<file path="config.mk">
export PLATFORM = sky130hd
export DESIGN_NAME = pipe_en_reg_flat
export DESIGN_NICKNAME = d
export VERILOG_FILES = /design/src/rtl/pipe_en_reg_pkg.sv /design/src/rtl/pipe_en_reg_if.sv /design/src/rtl/pipe_en_reg_stage.sv /design/src/rtl/pipe_en_reg.sv /design/src/flat_wrapper.sv
export SDC_FILE = /design/constraint.sdc
export NUM_CORES = 1
export LEC_CHECK = 0
export CAP_MARGIN = 25
export CORE_MARGIN = 1
export CORE_UTILIZATION = 49
export CTS_BUF_LIST = sky130_fd_sc_hd__clkbuf_16
export CTS_CLUSTER_DIAMETER = 200
export DETAILED_ROUTE_END_ITERATION = 6
export GPL_ROUTABILITY_DRIVEN = 0
export PLACE_DENSITY = 0.86
export SLEW_MARGIN = 20
export SYNTH_ARGS = -nofsm -noshare
export SYNTH_HDL_FRONTEND = slang
export SYNTH_SLANG_ARGS = --single-unit
</file>
<file path="constraint.sdc">
create_clock -name clk -period 1.7 [get_ports clk]
set_clock_uncertainty 0.15 [all_clocks]
set_input_delay 0.17 -clock clk [delete_from_list [all_inputs] [get_ports clk]]
set_output_delay 0.17 -clock clk [all_outputs]
set_load 0.02 [all_outputs]
</file>
<file path="src/rtl/pipe_en_reg_pkg.sv">
// -----------------------------------------------------------------------------
// pipe_en_reg_pkg
// Shared definitions for the enabled register pipeline:
//   DEF_WIDTH / DEF_DEPTH : default data width and stage count
//   occ_width()           : width of the occupancy count, clog2(depth+1)
//   stage_t               : one pipeline stage {valid, data} at default width
// -----------------------------------------------------------------------------
package pipe_en_reg_pkg;

   localparam int DEF_WIDTH = 8;
   localparam int DEF_DEPTH = 3;

   // Enough bits to count 0..depth valid stages.
   function automatic int occ_width(input int depth);
      return $clog2(depth + 1);
   endfunction

   typedef struct packed {
      logic                 v;
      logic [DEF_WIDTH-1:0] d;
   } stage_t;

endpackage

</file>
<file path="src/rtl/pipe_en_reg_if.sv">
// -----------------------------------------------------------------------------
// pipe_en_reg_if
// Valid/ready word stream used on both sides of the pipeline.
//   valid : producer has a word
//   data  : the word (WIDTH bits)
//   ready : consumer accepts the word this cycle
// Modports: master drives valid/data, slave drives ready.
// -----------------------------------------------------------------------------
interface pipe_en_reg_if
   import pipe_en_reg_pkg::*;
#(
   parameter int WIDTH = DEF_WIDTH
);

   logic             valid;
   logic [WIDTH-1:0] data;
   logic             ready;

   modport master (output valid, output data, input  ready);
   modport slave  (input  valid, input  data, output ready);

endinterface

</file>
<file path="src/rtl/pipe_en_reg_stage.sv">
// -----------------------------------------------------------------------------
// pipe_en_reg_stage
// One valid/data flop pair of the pipeline.
// Ports:
//   clk, reset_n : clock, asynchronous active-low reset
//   i_load       : take i_v (and i_d when i_v=1) this edge
//   i_clr        : clear the valid bit this edge, data held (wins over i_load)
//   i_v, i_d     : source stage valid/data
//   o_v, o_d     : this stage's valid/data
// -----------------------------------------------------------------------------
module pipe_en_reg_stage #(
   parameter int WIDTH = 8
) (
   input  logic             clk,
   input  logic             reset_n,
   input  logic             i_load,
   input  logic             i_clr,
   input  logic             i_v,
   input  logic [WIDTH-1:0] i_d,
   output logic             o_v,
   output logic [WIDTH-1:0] o_d
);

   logic             r_v;
   logic [WIDTH-1:0] r_d;

   // NOTE: sequential state uses non-blocking assignments so every stage
   // samples its neighbour's pre-edge value; blocking here would let a word
   // ripple through several stages in one clock.
   // NOTE: the data flop is reset as well as the valid bit, because out_data
   // must read zero during reset rather than whatever was in flight.
   always_ff @(posedge clk or negedge reset_n) begin
      if (!reset_n) begin
         r_v <= 1'b0;
         r_d <= '0;
      end else if (i_clr) begin
         r_v <= 1'b0;
      end else if (i_load) begin
         r_v <= i_v;
         // Bubbles move the valid bit only; data keeps its last real word.
         if (i_v) r_d <= i_d;
      end
   end

   assign o_v = r_v;
   assign o_d = r_d;

endmodule

</file>
<file path="src/rtl/pipe_en_reg.sv">
// -----------------------------------------------------------------------------
// pipe_en_reg
// DEPTH-stage enabled register pipeline with valid/ready handshake, bubble
// collapsing, backpressure and synchronous flush.
// Ports:
//   clk, reset_n : clock, asynchronous active-low reset
//   en           : global enable, 0 freezes all state and drops in_ready
//   flush        : with en=1, clears every valid bit on the next edge
//   s_in         : upstream stream (slave modport), in_ready driven here
//   m_out        : downstream stream (master modport), last stage
//   occ          : count of valid stages, present only when the macro
//                  PIPE_EN_REG_OCC_EN is defined
// The ready chain is combinational from m_out.ready back to s_in.ready
// through all DEPTH stages; that path is intentional.
// -----------------------------------------------------------------------------
module pipe_en_reg
   import pipe_en_reg_pkg::*;
#(
   parameter int WIDTH = DEF_WIDTH,
   parameter int DEPTH = DEF_DEPTH
) (
   input  logic               clk,
   input  logic               reset_n,
   input  logic               en,
   input  logic               flush,
   pipe_en_reg_if.slave       s_in,
   pipe_en_reg_if.master      m_out
`ifdef PIPE_EN_REG_OCC_EN
   ,output logic [occ_width(DEPTH)-1:0] occ
`endif
);

   logic [DEPTH-1:0] w_v;
   logic [WIDTH-1:0] w_d [DEPTH];
   logic [DEPTH:0]   w_rdy;
   logic             w_load;
   logic             w_clr;

   // A stage can advance when it is empty or the stage after it advances,
   // so an empty stage always accepts and gaps close under a stall.
   // NOTE: every signal written in always_comb gets a value before any
   // conditional logic; leaving a path unassigned would infer a latch.
   always_comb begin : rdy_chain
      logic v_acc;
      w_rdy        = '0;
      v_acc        = m_out.ready;
      w_rdy[DEPTH] = v_acc;
      for (int i = DEPTH - 1; i >= 0; i--) begin
         v_acc    = ~w_v[i] | v_acc;
         w_rdy[i] = v_acc;
      end
   end

   assign w_load      = en & ~flush;
   assign w_clr       = en & flush;
   assign s_in.ready  = w_load & w_rdy[0];
   assign m_out.valid = w_v[DEPTH-1];
   assign m_out.data  = w_d[DEPTH-1];

   for (genvar gi = 0; gi < DEPTH; gi++) begin : g_stage
      logic             w_src_v;
      logic [WIDTH-1:0] w_src_d;

      if (gi == 0) begin : g_head
         assign w_src_v = s_in.valid;
         assign w_src_d = s_in.data;
      end else begin : g_body
         assign w_src_v = w_v[gi-1];
         assign w_src_d = w_d[gi-1];
      end

      pipe_en_reg_stage #(.WIDTH(WIDTH)) u_stage (
         .clk     (clk),
         .reset_n (reset_n),
         .i_load  (w_load & w_rdy[gi]),
         .i_clr   (w_clr),
         .i_v     (w_src_v),
         .i_d     (w_src_d),
         .o_v     (w_v[gi]),
         .o_d     (w_d[gi])
      );
   end

`ifdef PIPE_EN_REG_OCC_EN
   localparam int OCC_W = occ_width(DEPTH);

   logic [OCC_W-1:0] r_occ;
   logic             w_in_xfer;
   logic             w_out_xfer;

   assign w_in_xfer  = s_in.valid & s_in.ready;
   assign w_out_xfer = w_v[DEPTH-1] & m_out.ready & en;

   // Tracks popcount(v) incrementally; simultaneous in and out cancel.
   always_ff @(posedge clk or negedge reset_n) begin
      if (!reset_n) begin
         r_occ <= '0;
      end else if (w_clr) begin
         r_occ <= '0;
      end else if (w_in_xfer && !w_out_xfer) begin
         r_occ <= r_occ + OCC_W'(1);
      end else if (!w_in_xfer && w_out_xfer) begin
         r_occ <= r_occ - OCC_W'(1);
      end
   end

   assign occ = r_occ;
`endif

endmodule
</file>
<file path="src/flat_wrapper.sv">
// flat-port wrapper written by rule: the top's interface ports become plain ports
module pipe_en_reg_flat import pipe_en_reg_pkg::*;
#(
   parameter int WIDTH = DEF_WIDTH,
   parameter int DEPTH = DEF_DEPTH
)
  (clk, reset_n, en, flush, s_in_valid, s_in_data, s_in_ready, m_out_valid, m_out_data, m_out_ready);
  pipe_en_reg_if #(.WIDTH(WIDTH)) s_in_i ();
  pipe_en_reg_if #(.WIDTH(WIDTH)) m_out_i ();
  input  logic clk;
  input  logic reset_n;
  input  logic en;
  input  logic flush;
  input wire logic [$bits(s_in_i.valid)-1:0] s_in_valid;
  input wire logic [$bits(s_in_i.data)-1:0] s_in_data;
  output wire logic [$bits(s_in_i.ready)-1:0] s_in_ready;
  output wire logic [$bits(m_out_i.valid)-1:0] m_out_valid;
  output wire logic [$bits(m_out_i.data)-1:0] m_out_data;
  input wire logic [$bits(m_out_i.ready)-1:0] m_out_ready;
  assign s_in_i.valid = s_in_valid;
  assign s_in_i.data = s_in_data;
  assign s_in_ready = s_in_i.ready;
  assign m_out_valid = m_out_i.valid;
  assign m_out_data = m_out_i.data;
  assign m_out_i.ready = m_out_ready;
  pipe_en_reg #(.WIDTH(WIDTH), .DEPTH(DEPTH)) u_core (.clk(clk), .reset_n(reset_n), .en(en), .flush(flush), .s_in(s_in_i), .m_out(m_out_i));
endmodule
</file>
==> summary.md, run 1 <==
| Metric | Value |
|---|---|
| Run status | completed |
| Power Dens Cells | 1400 mW/mm2 |
| Largest net degree at the start of global routing | 28 |
| Tcrit/Tclk final | between 90% and 100% |
| Crit path time final | roughly 1.6 ns |
| Aggregate global-route resource usage | approximately 18% |
| Mapped Cells | ~70 |
| Most frequent cell after synthesis | dfrtp_1 |
| Die ar. | 0.00257 mm2 |
| CTS tree | built |
| Cell variety after synth | 13 |
| Clock Tree Buf Depth | 2 |
| Fmax | between 600 and 700 MHz |
| CP required | 1.38 ns |
| Power Total | about 2.1 mW |
| Clk_lat worst skew | between 0.2 and 0.3 ns |
| Kind of critical path | reg2out |
| Setup-failing EPs final | 0 |
| Final worst slack | 0.0569 ns |
| Fin util | 67.2% |
| Final WL | between 2000 and 2500 um |
| Crit-path max FO | 4 |
| Final nets | 111 |
| Synth cell count leaders | 27 x dfrtp_1, 16 x mux2_4, 8 x mux2_2 |
| Mean Syn Cell Area | about 17 um2 |
| Wire per inst | roughly 16 um |
| Hold Vio Cnt, Final | 0 |
| Clk pin slew, worst setup/hold paths | 0.06 ns |
| Hold crit path type | in2async |
| CP Cell Sequence | clkdlybuf4s50_1 |
| Dominant cell type by area after synthesis | dfrtp_1 |
| Number of flops mapped to enable cells by yosys | 0 |
| Antenna fix cells | 0 |
| DP Area | about 0.0014 mm2 |
| Seq/Total Area, Yosys | roughly three fifths |
| Initial Utilization | a little over half |
| Fin Hold WS | approximately 0.13 ns |
| Share of cells above drive strength 1 | a little under two fifths |
| Post-place setup slack | -0.166 ns |
| Via count | 635 |
| Layout area overhead | 29.2% |
| Clock Sinks | 27 |
| Leak | between 0.6 and 0.7 nW |
| Placed Cells | 120 |
| RSZ-0062 raised after global routing | no |
| Die X-Extent | about 50 um |
| Remaining DRCs | 0 |
| Core area | 0.00223 mm2 |
| Slew HR | between 60 and 70% |
| Synthesized area | 0.00116 mm2 |
| Critical path launch point type | flip-flop |
| Post-synthesis async set-or-reset flop share | between 90% and 100% |
| DP HPWL | between 1000 and 1500 um |
| Num rows | 17 |
| First-pass GRT wire length | 3270 um |
| Vias per cell | slightly above 5 |
| Initial DRC count | 6 |
| Slowest stage delay, CP | about 0.64 ns |
| Ys flop type | dfrtp_1 |
| Drt first pass iters | 2 |
| Critical Path Slowest Stage Cell | clkdlybuf4s50_1 |
| Initial antenna violation count | 0 |
| Delay-heaviest family, CP | buffers and inverters |
| Element type at the critical path end | primary output |
| IO Port Bufs | 23 |
| Data arrival time of the worst path | between 1 and 1.5 ns |
| Final Max Tran Viols | 0 |
| Fillers | between 150 and 200 |
| # IOs | 24 |
| TritonCTS Buffers | 3 |
| Post-Syn Nets | around 80 |
| Number of synthesized register bits | 27 |
| Die height | about 51 um |
| Buf/Inv on CP | 1 |
| Vias in the first global route | 688 |
| Setup TNS | 0 ns |
| Measured slew at the worst slew-check pin | approximately 0.46 ns |
| Maxcap violations | 0 |
| Final ANT Viol Nets | 0 |
| Final Cell Area | around 0.0015 mm2 |
| Yosys top cell area share | between 50 and 60% |
| Yosys warns | 0 |
| Final std cells w/o fill | about 120 |
| H-tree levels | 1 |
| VDD IR-drop max | approximately 0.9 mV |
| Top cells by area, synth | dfrtp_1 58%, mux2_4 21%, mux2_2 7.8% |
| Clk root buf | clkbuf_16 |
| Grt total ovfl | 0 |
| Setup repair bufs after CTS | 0 |
final timing paths:
path	from	to	slack, ns	depth (start not counted)
max	u_core.g_stage[2].u_stage.o_v	m_out_valid	0.06	1
min	reset_n	u_core.g_stage[2].u_stage.o_d[1]	0.13	2
max reg2reg	u_core.g_stage[1].u_stage.o_v	u_core.g_stage[0].u_stage.o_d[6]	0.10	3
min reg2reg	u_core.g_stage[2].u_stage.o_d[7]	u_core.g_stage[2].u_stage.o_d[7]	0.36	1
max in group asynchronous	reset_n	u_core.g_stage[1].u_stage.o_d[6]	1.02	2
min in group clk	u_core.g_stage[2].u_stage.o_d[7]	u_core.g_stage[2].u_stage.o_d[7]	0.36	1
cell families after synthesis:
family	count (synthesis)	share of synthesized area, %
buffers and inverters	3	2.91
AO/OA/AOI/OAI	8	5.27
AND/OR/NAND/NOR	6	5.27
multiplexers	24	28.4
flip-flops	27	58.1
sequential cells by signal, summed over array words and instances, names as in the netlist:
register,count
u_core.g_stage.u_stage.o_v,3
u_core.g_stage.u_stage.o_d,24
area by class of cell:
cell class / instances / area, um2 / share of cell area (%)
flip-flops and latches: 27 / 676 / 45.0
multi-input cells: 38 / 453 / 30.2
repair buffers: 27 / 259 / 17.2
clock buffers: 3 / 75.1 / 5.00
well taps: 28 / 35.0 / 2.33
clock inverters: 1 / 3.75 / 0.250
where the power goes:
| part | internal, mW | switching (mW) |
|---|---|---|
| Sequential | 0.838 | 0.117 |
| Combinational | 0.404 | 0.220 |
| Clock | 0.315 | 0.207 |
repair_timing:
action	4_1_cts	5_1_grt
endpoints found under the setup margin	1	0
hold buffers	0	0
gates resized for setup	1	0
routing by layer:
layer,global-route usage [%],routed length [um],vias up
met2,32.0,1070,17
met4,9.72,46,0
li1,-,-,297
met1,21.3,831,316
met5,0,0,-
met3,3.64,60,5
cell usage in the layout, fill, tap and decap left out:
master / Yosys / layout
nand2_1: 1 / 1
mux2_2: 8 / 8
clkbuf_16: 0 / 3
a22o_1: 3 / 3
nand3b_1: 1 / 1
inv_1: 0 / 1
nand2b_4: 1 / 1
mux2_4: 16 / 16
o211ai_2: 1 / 1
clkdlybuf4s50_1: 0 / 22
nor2b_4: 1 / 1
and3_4: 2 / 2
dfrtp_1: 27 / 27
dlygate4sd2_1: 0 / 1
o21ai_0: 3 / 3
buf_4: 0 / 4
o21a_1: 1 / 1
Power figures use the tool's default switching activity.
==> run 2, diff against run 1 <==
--- a/config.mk
+++ b/config.mk
@@ -6,7 +6,7 @@
 export NUM_CORES = 1
 export LEC_CHECK = 0
 export CAP_MARGIN = 25
-export CORE_MARGIN = 1
+export CORE_MARGIN = 4
 export CORE_UTILIZATION = 49
 export CTS_BUF_LIST = sky130_fd_sc_hd__clkbuf_16
 export CTS_CLUSTER_DIAMETER = 200
==> run 2 against run 1 <==
Combinational power rose by 0.6%. Clock power is 3.8% higher. Sequential power about the same. Final area increased by 2.1%. Register-to-register slack better by 0.05 ns. Setup slack better by 0.014 ns. Non-clock buffer count up 2. Wire length grew 7.3%. Sequential share of layout area down 0.84 points. Die area is 25% higher. Largest cell class unchanged.
==> summary.md, run 2 (same netlist as run 1, synthesis figures left out) <==
| Metric | Value |
|---|---|
| Run status | completed (unchanged) |
| Fillers | 165 (was 174) |
| Leak | 0.705 nW (was 0.674 nW) |
| Clk pin slew, worst setup/hold paths | 0.07 ns (was 0.06 ns) |
| Aggregate global-route resource usage | 14.9% (was 18.4%) |
| Die X-Extent | 56.7 um (was 50.7 um) |
| Wire per inst | 17.1 um (was 16.2 um) |
| Measured slew at the worst slew-check pin | 0.358 ns (was 0.459 ns) |
| Vias in the first global route | 748 (was 688) |
| Initial DRC count | 5 (was 6) |
| CP Cell Sequence | nand2b_4 > o21a_1 > dlygate4sd2_1 (was clkdlybuf4s50_1) |
| Hold crit path type | in2async (unchanged) |
| First-pass GRT wire length | 3590 um (was 3270 um) |
| VDD IR-drop max | 0.798 mV (was 0.899 mV) |
| Final Max Tran Viols | 0 (unchanged) |
| H-tree levels | 1 (unchanged) |
| IO Port Bufs | 23 (unchanged) |
| Power Dens Cells | 1390 mW/mm2 (was 1400 mW/mm2) |
| Layout area overhead | 31.9% (was 29.2%) |
| Antenna fix cells | 0 (unchanged) |
| Clock Sinks | 27 (unchanged) |
| Register Area | 677 um2 (was 676 um2) |
| Critical path launch point type | flip-flop (unchanged) |
| Maxcap violations | 0 (unchanged) |
| CP required | 1.38 ns (about the same) |
| Core area | 0.00223 mm2 (unchanged) |
| Share of cells above drive strength 1 | 40.8% (was 37.5%) |
| Multi-input logic area | 462 um2 (was 453 um2) |
| Final nets | 113 (was 111) |
| Drt first pass iters | 2 (unchanged) |
| Slew HR | 76.0% (was 69.3%) |
| Power Total | 2.13 mW (was 2.10 mW) |
| Element type at the critical path end | primary output (unchanged) |
| Die ar. | 0.00322 mm2 (was 0.00257 mm2) |
| Remaining DRCs | 0 (unchanged) |
| Hold_buf cts | 0 (unchanged) |
| Final ANT Viol Nets | 0 (unchanged) |
| Initial antenna violation count | 0 (unchanged) |
| Critical Path Slowest Stage Cell | dfrtp_1 (was clkdlybuf4s50_1) |
| Largest net degree at the start of global routing | 28 (unchanged) |
| Data arrival time of the worst path | 1.31 ns (was 1.32 ns) |
| Grt total ovfl | 0 (unchanged) |
| # IOs | 24 (unchanged) |
| CTS tree | built (unchanged) |
| Num rows | 17 (unchanged) |
| Final WL | 2160 um (was 2010 um) |
| RSZ-0062 raised after global routing | no (unchanged) |
| Fmax | 614 MHz (was 609 MHz) |
| Commonest cells after routing, fill and taps aside | 26 x dfrtp_1, 21 x clkdlybuf4s50_1, 16 x mux2_4 (was 27 x dfrtp_1, 22 x clkdlybuf4s50_1, 16 x mux2_4) |
| Clk_lat worst skew | 0.26 ns (about the same) |
| Setup-failing EPs final | 0 (unchanged) |
| Vias per cell | 5.19 (was 5.12) |
| Setup TNS | 0 ns (unchanged) |
| Die height | 56.7 um (was 50.7 um) |
| Buf/Inv on CP | 1 (unchanged) |
| Crit-path max FO | 4 (unchanged) |
| Via count | 654 (was 635) |
| Tcrit/Tclk final | 95.8% (was 96.7%) |
| DP HPWL | 1510 um (was 1450 um) |
| Delay-heaviest family, CP | flip-flops (was buffers and inverters) |
| Most common cell after layout, fill and taps aside | dfrtp_1 (unchanged) |
| Slowest stage delay, CP | 0.45 ns (was 0.64 ns) |
| Kind of critical path | reg2out (unchanged) |
| Clock Tree Buf Depth | 2 (unchanged) |
| Max reg flops | 24 (unchanged) |
| Initial Utilization | 52.0% (unchanged) |
| Setup repair bufs after CTS | 0 (unchanged) |
| Hold Vio Cnt, Final | 0 (unchanged) |
| Clk root buf | clkbuf_16 (unchanged) |
| Crit path time final | 1.63 ns (was 1.64 ns) |
| TritonCTS Buffers | 3 (unchanged) |
[run 2: cell types whose count changed in the layout (fill, tap and decap cells not counted)]
cell / delta
buf_4: +2
clkdlybuf4s50_1: -1
clkinvlp_4: +1
dfrtp_1: -1
dfrtp_2: +1
dlymetal6s2s_1: +1
inv_1: -1
o211ai_2: -1
o211ai_4: +1
[run 2: repair_timing]
item,in CTS,in global routing
resized for setup,1,3
hold endpoints to repair,0,0
setup endpoints to repair,1,8
[run 2: cell type report]
class                      instances  share of cell area (%)
sequential                        27                    44.2
clock buffer                       3                    4.90
clock inverter                     1                   0.490
multi-input combinational         38                    30.1
tap                               28                    2.29
timing repair buffer              29                    18.0
[run 2: stage by stage]
step | cell area, um2 | setup slack [ns] | std cells | hold WS [ns] | utilization [%]
5_1_grt | 1530 | 0.00573 | 126 | 0.160 | 68.6
4_1_cts | 1520 | 0.0354 | 126 | 0.143 | 68.1
3_5_place_dp | 1440 | -0.208 | 122 | 0.338 | 64.4
2_1_floorplan | 1160 | 0.133 | 68 | -0.276 | -
3_3_place_gp | 1440 | -0.144 | 122 | 0.336 | 64.4
6_report | 1530 | 0.0710 | 126 | 0.124 | 68.6
[run 2: power by group]
group,switching [mW],total (mW),internal (mW)
clock,0.221,0.541,0.320
combinational,0.221,0.628,0.407
sequential,0.119,0.957,0.838
[run 2: metal layers]
layer	track usage, %	routed length (um)	up-vias	share of wire, %
met1	16.9	864	320	40
li1	-	-	302	-
met2	26.4	1110	25	51
met3	4.37	128	7	5.9
met4	5.08	56	0	2.6
met5	0	0	-	0
[run 2: path summary, 6_finish.rpt]
check | from | end | slack, ns | depth (start not counted)
max reg2reg | u_core.g_stage[2].u_stage.o_v | u_core.g_stage[0].u_stage.o_d[7] | 0.15 | 3
max in group asynchronous | reset_n | u_core.g_stage[1].u_stage.o_v | 1.00 | 2
max | u_core.g_stage[2].u_stage.o_v | s_in_ready | 0.07 | 3
min reg2reg | u_core.g_stage[0].u_stage.o_d[5] | u_core.g_stage[1].u_stage.o_d[5] | 0.35 | 1
min in group clk | u_core.g_stage[0].u_stage.o_d[5] | u_core.g_stage[1].u_stage.o_d[5] | 0.35 | 1
min | reset_n | u_core.g_stage[2].u_stage.o_d[5] | 0.12 | 2
==> run 3, diff against run 2 <==
--- a/config.mk
+++ b/config.mk
@@ -7,12 +7,13 @@
 export LEC_CHECK = 0
 export CAP_MARGIN = 25
 export CORE_MARGIN = 4
-export CORE_UTILIZATION = 49
+export CORE_UTILIZATION = 40
 export CTS_BUF_LIST = sky130_fd_sc_hd__clkbuf_16
 export CTS_CLUSTER_DIAMETER = 200
 export DETAILED_ROUTE_END_ITERATION = 6
 export GPL_ROUTABILITY_DRIVEN = 0
-export PLACE_DENSITY = 0.86
+export PLACE_DENSITY = 0.74
+export REMOVE_ABC_BUFFERS = 1
 export SLEW_MARGIN = 20
 export SYNTH_ARGS = -nofsm -noshare
 export SYNTH_HDL_FRONTEND = slang
==> run 3 against run 2 <==
First-iteration DRC count increased by 60%. Largest cell class unchanged. Final area down 1.4%. Critical path depth did not move. Combinational power fell by 1%. Critical endpoint unchanged. Final cell count up 0.79%. Core utilization shrank 14 points. Register-to-register slack got worse by 0.07 ns. Hold slack got worse by 0.0066 ns. Flip-flop and latch count stayed put. Sequential share of layout area up 0.54 points. Maximum frequency up 0.22%.
==> summary.md, run 3 (same netlist as run 1, synthesis figures left out) <==
| Metric | Value |
|---|---|
| Setup repair bufs after CTS | 0 (unchanged) |
| Reg2Reg Depth | 3 (unchanged) |
| Post-place setup slack | -0.188 ns (was -0.208 ns) |
| Vias per cell | 5.05 (was 5.19) |
| Power Dens Cells | 1400 mW/mm2 (was 1390 mW/mm2) |
| Critical path launch point type | flip-flop (unchanged) |
| Drt first pass iters | 2 (unchanged) |
| Slowest stage delay, CP | 0.43 ns (was 0.45 ns) |
| Layout area overhead | 30.0% (was 31.9%) |
| Leak | 0.687 nW (was 0.705 nW) |
| Final Max Tran Viols | 0 (unchanged) |
| Share of cells above drive strength 1 | 38.5% (was 40.8%) |
| Grt total ovfl | 0 (unchanged) |
| Final worst slack | 0.0745 ns (was 0.0710 ns) |
| Data arrival time of the worst path | 1.31 ns (about the same) |
| VDD IR-drop max | 1.01 mV (was 0.798 mV) |
| First-pass GRT wire length | 3140 um (was 3590 um) |
| Final nets | 111 (was 113) |
| Worst R2R End | u_core.g_stage[0].u_stage.o_d[7] (unchanged) |
| Crit path time final | 1.63 ns (about the same) |
| Max reg flops | 24 (unchanged) |
| RR Startpoint | u_core.g_stage[1].u_stage.o_v (was u_core.g_stage[2].u_stage.o_v) |
| Levels on crit path | 3 (unchanged) |
| Die ar. | 0.00383 mm2 (was 0.00322 mm2) |
| Vias in the first global route | 679 (was 748) |
| CP Cell Sequence | nand2_1 > o21a_1 > dlygate4sd2_1 (was nand2b_4 > o21a_1 > dlygate4sd2_1) |
| Measured slew at the worst slew-check pin | 0.466 ns (was 0.358 ns) |
| Clock Sinks | 27 (unchanged) |
| # IOs | 24 (unchanged) |
| Hold Vio Cnt, Final | 0 (unchanged) |
| Largest net degree at the start of global routing | 28 (unchanged) |
| Fmax | 615 MHz (was 614 MHz) |
| Delay-heaviest family, CP | flip-flops (unchanged) |
| Hold crit path type | in2async (unchanged) |
| Final ANT Viol Nets | 0 (unchanged) |
| Clock Tree Buf Depth | 2 (unchanged) |
| IO Port Bufs | 23 (unchanged) |
| Num rows | 19 (was 17) |
| Via count | 641 (was 654) |
| Aggregate global-route resource usage | 11.8% (was 14.9%) |
| Setup-failing EPs final | 0 (unchanged) |
| Crit-path max FO | 5 (was 4) |
| Element type at the critical path end | primary output (unchanged) |
| Core area | 0.00276 mm2 (was 0.00223 mm2) |
| Die X-Extent | 61.9 um (was 56.7 um) |
| Remaining DRCs | 0 (unchanged) |
| Die height | 61.9 um (was 56.7 um) |
| Initial antenna violation count | 0 (unchanged) |
| Buf/Inv on CP | 1 (unchanged) |
| Run status | completed (unchanged) |
| Final WL | 1950 um (was 2160 um) |
| CP required | 1.38 ns (about the same) |
| Slew HR | 68.8% (was 76.0%) |
| Kind of critical path | reg2out (unchanged) |
| Wire per inst | 15.3 um (was 17.1 um) |
| Clk pin slew, worst setup/hold paths | 0.07 ns (about the same) |
| Initial Utilization | 42.2% (was 52.0%) |
| Fin util | 54.8% (was 68.6%) |
| Initial DRC count | 8 (was 5) |
| Antenna fix cells | 0 (unchanged) |
| Clk_lat worst skew | 0.26 ns (about the same) |
| Maxcap violations | 0 (unchanged) |
| CTS tree | built (unchanged) |
| Clk root buf | clkbuf_16 (unchanged) |
| TritonCTS Buffers | 3 (unchanged) |
| Tcrit/Tclk final | 95.6% (was 95.8%) |
| DP HPWL | 1460 um (was 1510 um) |
| RSZ-0062 raised after global routing | yes (was no) |
| Commonest cells after routing, fill and taps aside | 27 x dfrtp_1, 21 x clkdlybuf4s50_1, 16 x mux2_4 (was 26 x dfrtp_1, 21 x clkdlybuf4s50_1, 16 x mux2_4) |
| Critical Path Slowest Stage Cell | dfrtp_1 (unchanged) |
| Hold_buf cts | 0 (unchanged) |
| H-tree levels | 1 (unchanged) |
| Worst reg-to-reg setup slack | 0.08 ns (was 0.15 ns) |
| Most common cell after layout, fill and taps aside | dfrtp_1 (unchanged) |
==> run 3: changes by cell type in the layout (fill, tap and decap cells not counted) <==
cell,change
buf_4,-2
dfrtp_1,+1
o211ai_4,-1
o211ai_2,+1
dfrtp_2,-1
==> run 3: layer usage <==
metal  routed length, um  global-route usage, %
met1                 874                   14.1
met2                 959                   19.7
met3                  99                   4.75
met4                  13                   3.33
met5                   0                      0
==> run 3: stage by stage <==
stage	hold slack, ns	total power [mW]	setup TNS [ns]	cell area, um2	std cells
2_1_floorplan	-0.276	1.31	0	1130	65
4_1_cts	0.125	2.14	0	1510	127
3_3_place_gp	0.330	1.56	-3.37	1430	123
6_report	0.117	2.11	0	1510	127
5_1_grt	0.144	2.22	-0.0776	1510	127
3_5_place_dp	0.338	1.60	-4.18	1430	123
==> run 3: worst max-delay path by stage <==
stage / start / endpoint / slack (ns)
floorplan: u_core.g_stage[2].u_stage.o_v / u_core.g_stage[0].u_stage.o_d[0] / 0.13
global placement: en / s_in_ready / -0.17
detailed placement: m_out_ready / u_core.g_stage[0].u_stage.o_d[7] / -0.19
CTS: u_core.g_stage[2].u_stage.o_v / m_out_valid / 0.03
global route: u_core.g_stage[1].u_stage.o_v / u_core.g_stage[0].u_stage.o_d[3] / -0.02
finish: u_core.g_stage[1].u_stage.o_v / s_in_ready / 0.07
==> run 3: timing repair <==
action / in CTS / in global routing
gates cloned: 0 / 0
gates resized for setup: 1 / 1
endpoints found under the hold margin: 0 / 0
setup endpoints to repair: 1 / 8
==> run 3: final cells by class <==
cell class,instances,area (um2)
multi-input cells,38,453
repair buffers,27,262
well taps,31,38.8
fillers,231,1250
clock inverters,1,7.51
flip-flops and latches,27,676
clock buffers,3,75.1
==> run 3: report_power, final <==
| group | internal [mW] | switching (mW) | total [mW] |
|---|---|---|---|
| registers | 0.837 | 0.115 | 0.952 |
| logic | 0.403 | 0.216 | 0.619 |
| clock network | 0.320 | 0.221 | 0.541 |
==> run 3: worst register-to-register path, cell delays in order (launching register included) <==
cell	delay, ns
dfrtp_1	0.43
nand2_1	0.12
o211ai_2	0.41
mux2_2	0.40
